[src/rtl/config_chain_loader.sv]
// Serializes bitstream words LSB-first onto the fabric configuration shift chain
// and stops after exactly CHAIN_LENGTH shifted bits.
module config_chain_loader #(
  parameter int WORD_WIDTH   = 8,
  parameter int CHAIN_LENGTH = 1024
) (
  input  logic                  clock,
  input  logic                  nreset,
  input  logic                  start,
  input  logic [WORD_WIDTH-1:0] data_in,
  input  logic                  data_valid,
  output logic                  data_ready,
  output logic                  config_out,
  output logic                  config_enable,
  output logic                  busy,
  output logic                  done
);

  localparam int CNT_W = $clog2(CHAIN_LENGTH + 1);
  localparam int BL_W  = $clog2(WORD_WIDTH + 1);
  localparam logic [CNT_W-1:0] LAST_BIT  = CNT_W'(CHAIN_LENGTH);
  localparam logic [BL_W-1:0]  FULL_WORD = BL_W'(WORD_WIDTH);

  typedef enum logic [1:0] {IDLE, LOAD, DONE} state_e;

  state_e                  state_q, state_d;
  logic [WORD_WIDTH-1:0]   word_q, word_d;
  logic [BL_W-1:0]         bits_left_q, bits_left_d;
  logic [CNT_W-1:0]        bit_count_q, bit_count_d;
  logic                    ready_q, ready_d;
  logic                    cfg_out_q, cfg_out_d;
  logic                    cfg_en_q, cfg_en_d;
  logic                    accept;

  // ready_q is only ever set while loading, so no state qualifier is needed here
  assign accept = ready_q & data_valid;

  always_comb begin
    state_d     = state_q;
    word_d      = word_q;
    bits_left_d = bits_left_q;
    bit_count_d = bit_count_q;
    cfg_out_d   = 1'b0;
    cfg_en_d    = 1'b0;
    unique case (state_q)
      IDLE, DONE: begin
        if (start) begin
          state_d     = LOAD;
          bits_left_d = '0;
          bit_count_d = '0;
        end
      end
      LOAD: begin
        if (bit_count_q == LAST_BIT) begin
          // unshifted bits of the final word are dropped here
          state_d     = DONE;
          bits_left_d = '0;
        end else if (accept) begin
          word_d      = data_in >> 1;
          bits_left_d = FULL_WORD;
          cfg_out_d   = data_in[0];
          cfg_en_d    = 1'b1;
          bit_count_d = bit_count_q + CNT_W'(1);
        end else if (bits_left_q != '0) begin
          // bits_left counts the bit on the output plus those still queued in word_q
          bits_left_d = bits_left_q - BL_W'(1);
          if (bits_left_q != BL_W'(1)) begin
            word_d      = word_q >> 1;
            cfg_out_d   = word_q[0];
            cfg_en_d    = 1'b1;
            bit_count_d = bit_count_q + CNT_W'(1);
          end
        end
      end
      default: state_d = IDLE;
    endcase
    ready_d = (state_d == LOAD) && (bits_left_d == '0);
  end

  always_ff @(posedge clock) begin
    if (!nreset) begin
      state_q     <= IDLE;
      word_q      <= '0;
      bits_left_q <= '0;
      bit_count_q <= '0;
      ready_q     <= 1'b0;
      cfg_out_q   <= 1'b0;
      cfg_en_q    <= 1'b0;
    end else begin
      state_q     <= state_d;
      word_q      <= word_d;
      bits_left_q <= bits_left_d;
      bit_count_q <= bit_count_d;
      ready_q     <= ready_d;
      cfg_out_q   <= cfg_out_d;
      cfg_en_q    <= cfg_en_d;
    end
  end

  assign data_ready    = ready_q;
  assign config_out    = cfg_out_q;
  assign config_enable = cfg_en_q;
  assign busy          = (state_q == LOAD);
  assign done          = (state_q == DONE);

endmodule

[config.mk]
export PLATFORM = sky130hd
export DESIGN_NAME = config_chain_loader
export DESIGN_NICKNAME = d
export VERILOG_FILES = /design/src/rtl/config_chain_loader.sv
export SDC_FILE = /design/constraint.sdc
export NUM_CORES = 1
export LEC_CHECK = 0
export ABC_AREA = 1
export CAP_MARGIN = 0
export CORE_ASPECT_RATIO = 1.75
export CORE_MARGIN = 4
export CORE_UTILIZATION = 40
export CTS_BUF_LIST = sky130_fd_sc_hd__clkbuf_4
export CTS_CLUSTER_SIZE = 16
export DETAILED_ROUTE_END_ITERATION = 10
export GPL_ROUTABILITY_DRIVEN = 0
export PLACE_DENSITY = 0.66
export REMOVE_ABC_BUFFERS = 1
export SLEW_MARGIN = 15
export SYNTH_ARGS = -nofsm -noshare
export SYNTH_HDL_FRONTEND = slang
export SYNTH_SLANG_ARGS = --single-unit
[constraint.sdc]
create_clock -name clock -period 2.05 [get_ports clock]
set_input_delay 0.41 -clock clock [delete_from_list [all_inputs] [get_ports clock]]
set_output_delay 0.41 -clock clock [all_outputs]
set_load 0.1 [all_outputs]
==> impl_metrics.toml <==
[yosys]
ys_ff_latch = 27
synth_area_leaders = "dfxtp_1, nand2_1, nor2_1"
yosys.area.top_type = "dfxtp_1"
syn_inst = 260
ys_types = 23
ys_seq_area_frac = 0.336
yosysTopAreaCellShare = 0.336
postSynthAreaPerCell_um2 = 6.18
syn_area_um2 = 1610
yosys_warnings = 0

[power]
leakagePower_nw = 0.857
irDropWorstVdd_mv = 0.452
p_total_w = 0.00114
p_per_area_nw_per_um2 = 598

[drt]
drt_iter0_drc = 31
routed_wl_um = 3680
ant_nets = 0
drt-vias-per-instance = 4.82
vias = 1594
route.detailed.drc = 0
firstDrtPassIters = 4
avgRoutedWirePerCell_um = 11.1

[die]
die_w_um = 55.9
rows = 30
core-area_um2 = 3870
initial_utilization = 0.416
dieArea_um2 = 5140
die_h_um = 91.9
io_pins = 17

[hold_path]
hold_start = "word_q[6]"
whs_endpoint = "word_q[6]"
min_path_type = "reg -> reg"
min_delay_path_depth = 2

[cts]
clock_latency_ns = 0.34
cts_tree = "done"
cts.sink_count = 27
root_buffer = "clkbuf_4"
h-tree-depth = 1
cts_buffers = 3
clk_path_buf_depth = 2
clk_pin_slew_ns = 0.16
holdBufCountCts = 0
postCtsSetupBuffers = 0
cts_resized = 0

[worst_setup_path]
criticalPathCategory = "reg -> reg"
end_kind = "flip-flop"
crit_arrival_ns = 2.01
crit_fanout = 6
timing.rr.start = "bits_left_q[0]"
crit_required_ns = 2.33
startpoint_type = "flip-flop"
r2r_cells = 9
r2r-end = "bit_count_q[3]"
rrSetupSlack_ns = 0.33

[timing]
hold_viol = 0
period_minus_slack_ns = 1.72
period_share = 0.841
final_max_slew_viol_count = 0
fin_skew_ns = 0.00485
worst_pin_slew_ns = 0.303
timing.fmax_mhz = 580
rsz0062_at_grt = "false"
slew_headroom = 0.798
hold_ws_ns = 0.473
setup_viol = 0
setup_ws_ns = 0.327

[job]
maxCapViolations = 0

[final_layout]
register_area_um2 = 541
finalNetCount = 300
diodes = 0
mostFrequentLayoutCell = "nand2_1"
fillers = 416
multi_input_area_um2 = 958
drive_above_1_share = 0.124
most-common-layout-cells = "nand2_1, nor2_1, dfxtp_1"
stdcell_count = 331
fin_util = 0.492
area_growth_pct = 18.2

[place]
dp_slack_ns = 0.136
io_buffers = 16
hpwl_um = 2990
place_inst = 327

[global_route]
grt_pass1_wl_um = 6410
grt_pass1_vias = 1523
overflow = 0
antenna_found_initial = 0
globalRouteTotalUtil = 0.156
grt_max_degree = 17

[run_status]
status = "finished, final reports clean"
==> worst max-delay path, stage by stage, from the launching register on <==
cell and delay (ns):
dfxtp_1 0.40, inv_1 0.11, ha_1 0.25, nand2_1 0.11
nor2_1 0.08, nand2_2 0.09, nand3_1 0.13, nor2_2 0.29
nand2_1 0.08, a21oi_1 0.13
==> state kept, by name (all words and copies together), names as in the netlist <==
signal	count
state_q	2
bits_left_q	4
data_ready	1
bit_count_q	11
config_enable	1
config_out	1
word_q	7
==> synth_stat cells <==
| cell | count |
|---|---|
| inv_1 | 22 |
| nor3_1 | 2 |
| a21oi_1 | 14 |
| nor2_1 | 55 |
| nand3b_1 | 1 |
| dfxtp_1 | 27 |
| nand3_1 | 16 |
| nand3_2 | 1 |
| inv_2 | 4 |
| ha_1 | 4 |
| clkbuf_1 | 2 |
| nand2_1 | 79 |
| nor4_1 | 1 |
| xor2_1 | 4 |
| nand2_2 | 4 |
| clkinv_1 | 1 |
| nor2_4 | 2 |
| or2_2 | 1 |
| a31oi_1 | 1 |
| nand4_1 | 4 |
| nand2_4 | 3 |
| nor2_2 | 6 |
| o21ai_0 | 6 |
==> worst max-delay path by stage <==
stage | startpoint | cells after the start | slack (ns) | endpoint
finish | bits_left_q[0] | 9 | 0.33 | bit_count_q[3]
global route | bits_left_q[0] | 9 | 0.08 | bit_count_q[2]
detailed placement | data_valid | 9 | 0.14 | bit_count_q[9]
CTS | bits_left_q[0] | 9 | 0.32 | bit_count_q[5]
global placement | data_valid | 10 | 0.17 | bit_count_q[6]
floorplan | data_ready | 9 | -0.23 | bit_count_q[6]
==> stage by stage <==
| step | cell area (um^2) | setup TNS (ns) |
|---|---|---|
| 6_report | 1900 | 0 |
| 5_1_grt | 1900 | 0 |
| 4_1_cts | 1900 | 0 |
| 3_5_place_dp | 1870 | 0 |
| 3_3_place_gp | 1870 | 0 |
| 2_1_floorplan | 1600 | -4.25 |
==> power by group <==
group,total [W],internal [W],switching (W)
combinational,0.000320,0.000104,0.000216
clock,0.000249,0.0000749,0.000174
sequential,0.000568,0.000551,0.0000172
==> logic make-up after synthesis <==
group	share of synthesized area
simple gates	0.477
buf+inv	0.0677
flops	0.336
compound gates	0.0662
xor+xnor	0.0218
fa+ha+maj	0.0311
==> per-layer routing <==
metal / vias up / track usage / wire [um]
met3: 11 / 0.0183 / 85
met4: 0 / 0.0812 / 129
met1: 701 / 0.161 / 1480
met5: - / 0 / 0
met2: 24 / 0.297 / 1990
li1: 858 / - / -
==> layout make-up <==
cell class / count / area share
multi-input cells: 204 / 0.504
flip-flops and latches: 27 / 0.284
repair buffers: 21 / 0.111
inverters: 27 / 0.0533
well taps: 48 / 0.0316
clock buffers: 3 / 0.0118
clock inverters: 1 / 0.00395
Note: power is estimated with default switching activity, not from simulation.
